## config.mk

```make
export PLATFORM = sky130hd
export DESIGN_NAME = lif_neuron
export DESIGN_NICKNAME = d
export VERILOG_FILES = /design/src/rtl/lif_neuron.sv
export SDC_FILE = /design/constraint.sdc
export NUM_CORES = 1
export LEC_CHECK = 0
export CAP_MARGIN = 40
export CORE_AREA = 4 4 127 129
export DETAILED_ROUTE_END_ITERATION = 7
export DIE_AREA = 0 0 131 133
export PLACE_DENSITY = 0.52
export REMOVE_ABC_BUFFERS = 1
export SYNTH_ARGS = -nofsm -noshare
export SYNTH_HDL_FRONTEND = slang
export SYNTH_SLANG_ARGS = --single-unit
```

## constraint.sdc

```tcl
create_clock -name clk -period 14.3 [get_ports clk]
set_clock_uncertainty 0.15 [all_clocks]
set_input_delay 4.29 -clock clk [delete_from_list [all_inputs] [get_ports clk]]
set_output_delay 4.29 -clock clk [all_outputs]
set_load 0.01 [all_outputs]
```

## src/rtl/lif_neuron.sv

```systemverilog
// Leaky integrate-and-fire neuron with saturating membrane, shift leak,
// optional 2-bit LFSR noise and a programmable refractory period.
//
// Ports:
//   clk, rst_n     clock; synchronous active-low reset
//   en             cycle enable; 0 freezes membrane, state and counter
//   in_spike       N_IN spike inputs, bit i active-high
//   weight         packed signed weights, input i at [i*WW +: WW]
//   threshold      unsigned fire threshold; 0 disables firing
//   leak_en        subtract membrane >> LEAK_SHIFT each integrate cycle
//   noise_en       add lfsr[1:0] each integrate cycle
//   spike_out      registered one-cycle spike
//   membrane       current membrane value
//   refrac_active  high while the neuron is refractory
module lif_neuron #(
    parameter int          N_IN       = 4,
    parameter int          W          = 8,
    parameter int          WW         = 4,
    parameter int          LEAK_SHIFT = 3,
    parameter int          REFRAC     = 3,
    parameter logic [15:0] SEED       = 16'hACE1
) (
    input  logic                 clk,
    input  logic                 rst_n,
    input  logic                 en,
    input  logic [N_IN-1:0]      in_spike,
    input  logic [N_IN*WW-1:0]   weight,
    input  logic [W-1:0]         threshold,
    input  logic                 leak_en,
    input  logic                 noise_en,
    output logic                 spike_out,
    output logic [W-1:0]         membrane,
    output logic                 refrac_active
);

    // Internal signed width: membrane plus up to 8 weights plus noise
    // cannot overflow, and a sign bit remains for the low clamp.
    localparam int VW = W + WW + 5;

    localparam logic [3:0] REFRAC_LD = 4'(REFRAC);

    typedef enum logic {
        ST_INTEGRATE,
        ST_REFRACTORY
    } state_t;

    state_t          state_q, state_d;
    logic [W-1:0]    membrane_q, membrane_d;
    logic            spike_q, spike_d;
    logic [3:0]      cnt_q, cnt_d;
    logic [15:0]     lfsr_q, lfsr_d;

    logic signed [VW-1:0] sum;
    logic signed [VW-1:0] leak;
    logic signed [VW-1:0] noise;
    logic signed [VW-1:0] v;
    logic [W-1:0]         v_sat;
    logic                 fire;

    // Fibonacci LFSR, taps 16,14,13,11; free-running, ignores en.
    always_comb begin
        lfsr_d = {lfsr_q[14:0],
                  lfsr_q[15] ^ lfsr_q[13] ^ lfsr_q[12] ^ lfsr_q[10]};
    end

    always_comb begin
        sum = '0;
        for (int i = 0; i < N_IN; i++) begin
            if (in_spike[i]) begin
                sum = sum + {{(VW-WW){weight[i*WW+WW-1]}},
                             weight[i*WW +: WW]};
            end
        end
    end

    always_comb begin
        leak  = '0;
        noise = '0;
        if (leak_en) begin
            leak = {{(VW-W){1'b0}}, membrane_q >> LEAK_SHIFT};
        end
        if (noise_en) begin
            noise = {{(VW-2){1'b0}}, lfsr_q[1:0]};
        end
        v = {{(VW-W){1'b0}}, membrane_q} - leak + sum + noise;
    end

    // Clamp to [0, 2^W-1]: sign bit means negative, any set bit
    // between the sign and the membrane width means above range.
    always_comb begin
        v_sat = v[W-1:0];
        if (v[VW-1]) begin
            v_sat = '0;
        end else if (|v[VW-2:W]) begin
            v_sat = '1;
        end
        fire = (threshold != '0) && (v_sat >= threshold);
    end

    always_comb begin
        state_d    = state_q;
        membrane_d = membrane_q;
        cnt_d      = cnt_q;
        spike_d    = 1'b0;
        if (en) begin
            unique case (state_q)
                ST_INTEGRATE: begin
                    if (fire) begin
                        spike_d    = 1'b1;
                        membrane_d = '0;
                        if (REFRAC > 0) begin
                            state_d = ST_REFRACTORY;
                            cnt_d   = REFRAC_LD;
                        end
                    end else begin
                        membrane_d = v_sat;
                    end
                end
                ST_REFRACTORY: begin
                    membrane_d = '0;
                    cnt_d      = cnt_q - 4'd1;
                    // Leaving on the 1->0 step gives exactly REFRAC
                    // enabled cycles of refrac_active.
                    if (cnt_q <= 4'd1) begin
                        cnt_d   = '0;
                        state_d = ST_INTEGRATE;
                    end
                end
                default: begin
                    state_d = ST_INTEGRATE;
                end
            endcase
        end
    end

    always_ff @(posedge clk) begin
        if (!rst_n) begin
            state_q    <= ST_INTEGRATE;
            membrane_q <= '0;
            spike_q    <= 1'b0;
            cnt_q      <= '0;
            lfsr_q     <= SEED;
        end else begin
            state_q    <= state_d;
            membrane_q <= membrane_d;
            spike_q    <= spike_d;
            cnt_q      <= cnt_d;
            lfsr_q     <= lfsr_d;
        end
    end

    assign spike_out     = spike_q;
    assign membrane      = membrane_q;
    assign refrac_active = (state_q == ST_REFRACTORY);

endmodule

```

==> results.sh, run 1 <==
export IMPL_status="completed"
export IMPL_p_seq_frac=0.094
export IMPL_avgRoutedWirePerCell_um=13.6
export IMPL_seq_area_frac_synth=0.123
export IMPL_mostFrequentLayoutCells="ha_1, inv_1, a21oi_1, clkdlybuf4s50_1, nand2_1"
export IMPL_drive_gt1_frac=0.115
export IMPL_ir_worst_vdd_v=0.000113
export IMPL_hold_viol_final=0
export IMPL_die_h_um=133
export IMPL_cts_sinks=30
export IMPL_synth_area_um2=4860
export IMPL_switching_share=0.476
export IMPL_grt_first_pass_wirelength_um=19600
export IMPL_nets=780
export IMPL_combPwrFrac=0.817
export IMPL_syn_inst=602
export IMPL_ctsRootBufferMaster="clkbuf_16"
export IMPL_htreeDepth=2
export IMPL_slowest_delay_ns=0.57
export IMPL_instances_no_fill=841
export IMPL_worst_pin_slew_ns=0.774
export IMPL_grt_max_degree=28
export IMPL_pwr_share_clk=0.089
export IMPL_min_from="lfsr_q[9]$_SDFF_PN0_"
export IMPL_slew_viol_final=0
export IMPL_rr_startpoint="membrane[4]$_SDFFE_PN0P_"
export IMPL_yosysWarnings=0
export IMPL_synth_top_cell_area_share=0.198
export IMPL_netlist_top_cells_area="ha_1, dfxtp_1, fa_1, a21oi_1, xnor2_1"
export IMPL_cts_buffers=5
export IMPL_placed_cells=828
export IMPL_async_flop_share=0
export IMPL_fp_row_count=45
export IMPL_cts_tree="yes"
export IMPL_syn_to_final_growth_pct=19.8
export IMPL_grt_pass1_vias=4281
export IMPL_dieArea_um2=17400
export IMPL_yosys_area_share_simple=0.181
export IMPL_p_int_uw=602
export IMPL_synthXorXnorAreaFrac=0.0728
export IMPL_vias=4296
export IMPL_synth_edf_count=0
export IMPL_synth_adder_area_share=0.272
export IMPL_clk_latency_ns=0.27
export IMPL_worstPathRequired_ns=14.31
export IMPL_die_w_um=131
export IMPL_post_route_period_util=0.954
export IMPL_power_per_cell_area_nw_per_um2=197
export IMPL_p_leak_nw=2.57
export IMPL_grt_ovfl_total=0
export IMPL_core_area_um2=15000
export IMPL_path_max_fanout=8
export IMPL_final_common_cell="ha_1"
export IMPL_relSlewSlack=0.482
export IMPL_dp_hpwl_um=9470
export IMPL_slowest_stage="or4_4"
export IMPL_synth_area_leader_cell="ha_1"
export IMPL_min_path_type="reg2reg"
export IMPL_postRouteAntennaNets=0
export IMPL_crit_path_start="in_spike[0]"
export IMPL_grt_usage=0.133
export IMPL_first_pass_iters=4
export IMPL_synth_top_family_by_area="adder cells"
export IMPL_portBuffers=42
export IMPL_vias_per_cell=5.11
export IMPL_finalSetupViolCount=0
export IMPL_hold_worst_slack_ns=0.254
export IMPL_worstSetupEndpointType="register"
export IMPL_yosys_mux_area_fraction=0.0612
export IMPL_avgSynthCellArea_um2=8.08
export IMPL_period_needed_ns=13.65
export IMPL_initial_utilization=0.324
export IMPL_synth_compound_area_frac=0.233
export IMPL_gp_congestion=0.856
export IMPL_drc_errors=0
export IMPL_arrival_ns=13.66
export IMPL_ioPinCount=43
export IMPL_fmax_mhz=73.3
export IMPL_synthFlopType="dfxtp_1"
export IMPL_criticalPathCategory="in2reg"
export IMPL_num_antenna_cells=0
export IMPL_path_clk_slew_ns=0.05
export IMPL_maxCapViolCount=0
export IMPL_synth_seq_cells=30
export IMPL_switchingPower_uw=547
export IMPL_totalWireLength_um=11400
export IMPL_cts_buffer_depth=2
export IMPL_ys_types=66
export IMPL_drtIter0Drc=156
export IMPL_fillers=1540
export IMPL_start_kind="primary input"
export IMPL_antenna_found_initial=0
-- cell type report --
cell class / count / area, um2 / share of cell area
clock buffer: 7 / 143 / 0.0245
clock inverter: 1 / 5.00 / 0.000859
inverter: 56 / 210 / 0.0361
multi-input combinational: 501 / 4090 / 0.702
sequential: 30 / 601 / 0.103
tap: 188 / 235 / 0.0404
timing repair buffer: 58 / 541 / 0.0928
-- timing repair --
item / 4_1_cts / 5_1_grt
setup buffers: 0 / 5
pin swaps: 0 / 7
endpoints found under the hold margin: 0 / 0
setup endpoints to repair: 10 / 14
gates resized for setup: 2 / 27
hold buffers: 0 / 0
gates cloned: 0 / 0
-- per-stage QoR --
step | area, um2 | utilization | setup WS, ns | TNS, ns | total power, mW
global route | 5830 | 0.388 | -0.0272 | -0.0649 | 1.29
finish | 5830 | 0.388 | 0.652 | 0 | 1.15
detailed placement | 5540 | 0.368 | -0.385 | -3.21 | 1.02
global placement | 5540 | 0.368 | -0.329 | -2.55 | 0.997
floorplan | 4800 | - | 0.965 | 0 | 0.801
CTS | 5690 | 0.378 | 0.0283 | 0 | 1.13
-- cell families (layout without fill, tap and decap cells) --
family	Yosys count	count (layout)
AO/OA/AOI/OAI	170	170
XOR/XNOR	38	38
AND/OR/NAND/NOR	171	171
buffers and inverters	71	122
multiplexers	27	27
adder cells (fa/ha/maj)	95	95
flip-flops	30	30
-- cell usage after synthesis (3+ instances only) --
| cell type | count |
|---|---|
| clkbuf_1 | 10 |
| nor2b_1 | 9 |
| a21oi_1 | 54 |
| nand2b_1 | 20 |
| o21ai_0 | 37 |
| inv_1 | 55 |
| ha_1 | 77 |
| mux2i_1 | 8 |
| o41ai_2 | 3 |
| a211oi_1 | 5 |
| nand3_1 | 6 |
| dfxtp_1 | 30 |
| a21o_1 | 15 |
| xnor2_1 | 24 |
| or3_1 | 5 |
| o21bai_1 | 7 |
| o211ai_1 | 4 |
| o21a_1 | 11 |
| nor2_1 | 35 |
| a31oi_1 | 3 |
| nand4_1 | 4 |
| nor3b_1 | 4 |
| xor2_1 | 12 |
| nor4_1 | 5 |
| o41ai_1 | 5 |
| and2_1 | 14 |
| fa_1 | 18 |
| mux2_2 | 18 |
| nor3_1 | 17 |
| nand2_1 | 40 |
-- power by group through the flow --
stage / Clock [mW] / Combinational (mW) / Sequential, mW
6_report: 0.103 / 0.938 / 0.108
2_1_floorplan: 0 / 0.693 / 0.108
5_1_grt: 0.110 / 1.07 / 0.110
4_1_cts: 0.106 / 0.914 / 0.108
3_5_place_dp: 0 / 0.907 / 0.109
3_3_place_gp: 0 / 0.887 / 0.110
-- per-layer routing --
| layer | GRT usage | part of all wire | wire [um] | up-vias |
|---|---|---|---|---|
| met1 | 0.185 | 0.50 | 5760 | 1990 |
| met5 | 0 | 0 | 0 | - |
| met3 | 0.0238 | 0.032 | 368 | 2 |
| li1 | - | - | - | 2244 |
| met2 | 0.221 | 0.46 | 5280 | 60 |
| met4 | 0.0131 | 0.0015 | 17 | 0 |
-- critical path: cells and delay by family --
family          cells  cell delay (ns)
compound gates     20             3.42
xor+xnor            3             0.29
fa+ha+maj           8             2.38
buf+inv             5             0.98
mux                 1             0.22
simple gates       12             2.08
-- worst paths after layout --
check,endpoint,slack [ns],cells after the start
setup / recovery,membrane[2]$_SDFFE_PN0P_,0.65,49
hold / removal,lfsr_q[10]$_SDFF_PN1_,0.25,1
setup reg to reg,membrane[2]$_SDFFE_PN0P_,7.91,26
hold reg to reg,lfsr_q[10]$_SDFF_PN1_,0.25,1
-- state kept, by name, summed over array words and instances (netlist names) --
name / flops
lfsr_q: 16
spike_out: 1
membrane: 8
cnt_q: 4
refrac_active: 1
Power figures use the tool's default switching activity.
==> run 2: changes to the inputs <==
--- a/config.mk
+++ b/config.mk
@@ -9,7 +9,8 @@
 export CORE_AREA = 4 4 127 129
 export DETAILED_ROUTE_END_ITERATION = 7
 export DIE_AREA = 0 0 131 133
-export PLACE_DENSITY = 0.52
+export DONT_BUFFER_PORTS = 1
+export PLACE_DENSITY = 0.48
 export REMOVE_ABC_BUFFERS = 1
 export SYNTH_ARGS = -nofsm -noshare
 export SYNTH_HDL_FRONTEND = slang
==> results.sh, run 2 (same netlist as run 1, synthesis figures left out) <==
export IMPL_antenna_found_initial=0
export IMPL_fmax_mhz=74.0
export IMPL_drc_errors=0
export IMPL_hold_depth=1
export IMPL_power_per_cell_area_nw_per_um2=208
export IMPL_vias_per_cell=5.32
export IMPL_post_place_ws_ns=-0.324
export IMPL_period_needed_ns=13.51
export IMPL_grt_max_degree=28
export IMPL_worstSetupEndpointType="register"
export IMPL_instances_no_fill=788
export IMPL_finalSetupViolCount=0
export IMPL_nets=727
export IMPL_tns_ns=0
export IMPL_holdPathEnd="lfsr_q[6]$_SDFF_PN1_"
export IMPL_mostFrequentLayoutCells="ha_1, inv_1, a21oi_1, nand2_1, nor2_1"
export IMPL_slowest_delay_ns=0.59
export IMPL_cts_buffers=5
export IMPL_grt_usage=0.132
export IMPL_r2r_end="membrane[6]$_SDFFE_PN0P_"
export IMPL_grt_first_pass_wirelength_um=19300
export IMPL_ir_worst_vdd_v=0.000126
export IMPL_slew_viol_final=0
export IMPL_core_area_um2=15000
export IMPL_htreeDepth=2
export IMPL_slowest_stage="or4_4"
export IMPL_largest_reg_flops=16
export IMPL_num_antenna_cells=0
export IMPL_hold_viol_final=0
export IMPL_drive_gt1_frac=0.0933
export IMPL_initial_utilization=0.324
export IMPL_die_w_um=131
export IMPL_post_route_period_util=0.945
export IMPL_syn_to_final_growth_pct=7.95
export IMPL_min_from="lfsr_q[5]$_SDFF_PN1_"
export IMPL_cts_tree="yes"
export IMPL_worst_pin_slew_ns=0.572
export IMPL_fp_row_count=45
export IMPL_reg2reg_depth=26
export IMPL_postRouteAntennaNets=0
export IMPL_maxCapViolCount=0
export IMPL_relSlewSlack=0.614
export IMPL_rsz0062_at_grt="false"
export IMPL_path_max_fanout=8
export IMPL_die_h_um=133
export IMPL_grt_pass1_vias=4177
export IMPL_dp_hpwl_um=9400
export IMPL_cts_hold_buffers=0
export IMPL_totalWireLength_um=11300
export IMPL_regToRegSetupSlack_ns=7.77
export IMPL_place_area_um2=5050
export IMPL_arrival_ns=13.53
export IMPL_cts_buffer_depth=2
export IMPL_portBuffers=0
export IMPL_final_common_cell="ha_1"
export IMPL_dieArea_um2=17400
export IMPL_path_clk_slew_ns=0.05
export IMPL_placed_cells=778
export IMPL_drtIter0Drc=231
export IMPL_ioPinCount=43
export IMPL_total_power_mw=1.09
export IMPL_avgRoutedWirePerCell_um=14.4
export IMPL_criticalPathCategory="in2reg"
export IMPL_grt_ovfl_total=0
export IMPL_regMostFlops="lfsr_q"
export IMPL_ctsRootBufferMaster="clkbuf_16"
export IMPL_worstPathRequired_ns=14.31
export IMPL_clk_latency_ns=0.27
export IMPL_rr_startpoint="membrane[4]$_SDFFE_PN0P_"
export IMPL_gp_congestion=0.875
export IMPL_fin_ws_ns=0.785
export IMPL_status="completed"
export IMPL_cts_sinks=30
export IMPL_start_kind="primary input"
export IMPL_p_leak_nw=2.34
export IMPL_first_pass_iters=4
export IMPL_vias=4192
export IMPL_final_core_util=0.349
export IMPL_hold_worst_slack_ns=0.254
export IMPL_final_area_um2=5250
export IMPL_min_path_type="reg2reg"
[run 2: cell count changes in the layout (fill, tap and decap cells not counted), moves of 2 or more]
cell             before  now
o41ai_2               5    3
o41ai_1               3    5
o21ai_1              10    4
o21ai_0              27   33
ha_4                  3    0
buf_4                16    5
clkdlybuf4s50_1      42    0
ha_1                 73   76
[run 2: report_power, final]
group          leakage [nW]  internal [mW]  switching (mW)
clock network        0.0739         0.0688          0.0350
logic                  2.02          0.399           0.480
registers             0.248         0.0965          0.0154
[run 2: how the worst max path moves through the flow]
stage / start / end / slack, ns / depth (start not counted)
detailed placement: weight[0] / membrane[1]$_SDFFE_PN0P_ / -0.32 / 45
global placement: weight[0] / membrane[6]$_SDFFE_PN0P_ / -0.10 / 45
global route: weight[0] / membrane[4]$_SDFFE_PN0P_ / 0.01 / 46
finish: weight[0] / membrane[6]$_SDFFE_PN0P_ / 0.79 / 46
CTS: weight[0] / membrane[1]$_SDFFE_PN0P_ / 0.03 / 45
floorplan: in_spike[0] / membrane[0]$_SDFFE_PN0P_ / 0.96 / 39
[run 2: layout make-up]
class / count / area (um2)
clock inverters: 1 / 5.00
multi-input cells: 501 / 4020
clock buffers: 7 / 143
repair buffers: 5 / 37.5
well taps: 188 / 235
fillers: 1551 / 9780
flip-flops and latches: 30 / 601
inverters: 56 / 210
[run 2: timing repair]
item                                    CTS  global route
resized for setup                         1            12
pin swaps                                 0             2
endpoints found under the setup margin    6            14
endpoints found under the hold margin     0             0
buffers inserted                          0             2
[run 2: layer usage]
layer	vias to the layer above	global-route usage	part of all wire
met3	11	0.0210	0.043
met5	-	0	0
li1	2137	-	-
met2	78	0.219	0.46
met1	1966	0.181	0.49
met4	0	0.0217	0.0094
[run 2: worst max-delay path, delay by kind of cell]
kind | cells | cell delay [ns]
xor gates and xnor gates | 2 | 0.26
AOI/OAI and AO/OA | 20 | 3.46
buffers and inverters | 3 | 0.32
muxes | 2 | 0.64
and+or+nand+nor | 11 | 1.97
adders and majority gates | 8 | 2.58
==> run 3: changes to the inputs <==
--- a/config.mk
+++ b/config.mk
@@ -6,11 +6,11 @@
 export NUM_CORES = 1
 export LEC_CHECK = 0
 export CAP_MARGIN = 40
-export CORE_AREA = 4 4 127 129
+export CORE_AREA = 4 4 92 94
 export DETAILED_ROUTE_END_ITERATION = 7
-export DIE_AREA = 0 0 131 133
+export DIE_AREA = 0 0 96 98
 export DONT_BUFFER_PORTS = 1
-export PLACE_DENSITY = 0.48
+export PLACE_DENSITY = 0.81
 export REMOVE_ABC_BUFFERS = 1
 export SYNTH_ARGS = -nofsm -noshare
 export SYNTH_HDL_FRONTEND = slang
==> results.sh, run 3 (same netlist as run 1, synthesis figures left out) <==
export IMPL_p_leak_nw=2.34
export IMPL_totalWireLength_um=10600
export IMPL_core_area_um2=7650
export IMPL_postRouteAntennaNets=0
export IMPL_switchingPower_uw=525
export IMPL_dp_hpwl_um=8670
export IMPL_final_common_cell="ha_1"
export IMPL_grt_ovfl_total=0
export IMPL_power_per_cell_area_nw_per_um2=214
export IMPL_hold_worst_slack_ns=0.265
export IMPL_drive_gt1_frac=0.0883
export IMPL_post_route_period_util=0.951
export IMPL_vias=4256
export IMPL_ctsRootBufferMaster="clkbuf_8"
export IMPL_start_kind="primary input"
export IMPL_switching_share=0.480
export IMPL_fmax_mhz=73.5
export IMPL_cts_sinks=30
export IMPL_slowest_delay_ns=0.59
export IMPL_slew_viol_final=0
export IMPL_status="completed"
export IMPL_worstPathRequired_ns=14.32
export IMPL_path_clk_slew_ns=0.06
export IMPL_worstSetupEndpointType="register"
export IMPL_maxCapViolCount=0
export IMPL_fillers=618
export IMPL_period_needed_ns=13.60
export IMPL_instances_no_fill=702
export IMPL_regMostFlops="lfsr_q"
export IMPL_p_int_uw=570
export IMPL_criticalPathCategory="in2reg"
export IMPL_dieArea_um2=9410
export IMPL_antenna_found_initial=0
export IMPL_die_h_um=98
export IMPL_path_max_fanout=8
export IMPL_gp_congestion=0.835
export IMPL_cts_tree="yes"
export IMPL_initial_utilization=0.636
export IMPL_pwr_share_clk=0.098
export IMPL_rsz0062_at_grt="false"
export IMPL_ioPinCount=43
export IMPL_portBuffers=0
export IMPL_hold_viol_final=0
export IMPL_relSlewSlack=0.628
export IMPL_mostFrequentLayoutCells="ha_1, inv_1, a21oi_1, nand2_1, nor2_1"
export IMPL_nets=727
export IMPL_crit_top_cell="a21oi_1"
export IMPL_finalSetupViolCount=0
export IMPL_htreeDepth=2
export IMPL_cts_buffers=5
export IMPL_combPwrFrac=0.800
export IMPL_syn_to_final_growth_pct=5.25
export IMPL_grt_usage=0.237
export IMPL_min_path_type="reg2reg"
export IMPL_drc_errors=0
export IMPL_num_antenna_cells=0
export IMPL_tns_ns=0
export IMPL_placed_cells=692
export IMPL_ir_worst_vdd_v=0.000186
export IMPL_total_power_mw=1.10
export IMPL_grt_max_degree=28
export IMPL_largest_reg_flops=16
export IMPL_die_w_um=96
export IMPL_fp_row_count=32
export IMPL_grt_pass1_vias=4271
export IMPL_first_pass_iters=4
export IMPL_worst_pin_slew_ns=0.554
export IMPL_slowest_stage="or4_4"
export IMPL_arrival_ns=13.63
export IMPL_grt_first_pass_wirelength_um=18600
export IMPL_cts_buffer_depth=2
export IMPL_clk_latency_ns=0.28
export IMPL_avgRoutedWirePerCell_um=15.1
export IMPL_vias_per_cell=6.06
export IMPL_drtIter0Drc=165
export IMPL_p_seq_frac=0.101
run 3: power by group through the flow:
stage               combinational [mW]  clock, mW  sequential (mW)
floorplan                        0.693          0            0.108
global placement                 0.817          0            0.112
detailed placement               0.857          0            0.113
CTS                              0.867      0.108            0.111
global route                     0.996      0.112            0.113
finish                           0.877      0.107            0.111
run 3: timing repair:
item	4_1_cts	5_1_grt
buffers inserted	1	1
gates resized for setup	0	8
setup endpoints to repair	1	14
pin swaps	0	1
hold buffers	0	0
run 3: area by class of cell:
class / count / area [um2] / area share
clock buffer: 6 / 82.6 / 0.0161
multi-input combinational: 501 / 4000 / 0.781
timing repair buffer: 5 / 37.5 / 0.00733
sequential: 30 / 601 / 0.117
inverter: 56 / 210 / 0.0411
tap: 102 / 128 / 0.0249
clock inverter: 2 / 60.1 / 0.0117
run 3: final timing paths:
check,start,endpoint,slack [ns],cells past startpoint
max,weight[0],membrane[3]$_SDFFE_PN0P_,0.70,46
min,lfsr_q[5]$_SDFF_PN1_,lfsr_q[6]$_SDFF_PN1_,0.26,1
max reg2reg,membrane[4]$_SDFFE_PN0P_,membrane[3]$_SDFFE_PN0P_,7.82,26
min reg2reg,lfsr_q[5]$_SDFF_PN1_,lfsr_q[6]$_SDFF_PN1_,0.26,1
run 3: per-layer routing:
layer,part of all wire,wire (um),track usage,vias to the layer above
met5,0,0,0,-
met1,0.44,4680,0.295,1999
met4,0.013,134,0.0492,0
met2,0.50,5240,0.422,95
li1,-,-,-,2143
met3,0.050,528,0.0408,19
run 3: metrics by stage:
step | util | setup WS [ns] | area [um2]
final | 0.669 | 0.697 | 5120
after global routing | 0.669 | 0.0399 | 5120
after CTS | 0.667 | 0.208 | 5100
after detailed placement | 0.647 | -0.186 | 4950
after global placement | 0.647 | 0.131 | 4950
after floorplan | - | 0.965 | 4800
run 3: worst max-delay path, delay by kind of cell:
family	cells	cell delay, ns
xor gates and xnor gates	2	0.21
buffers and inverters	3	0.30
muxes	2	0.62
and+or+nand+nor	11	1.85
AOI/OAI and AO/OA	20	3.78
adders and majority gates	8	2.59
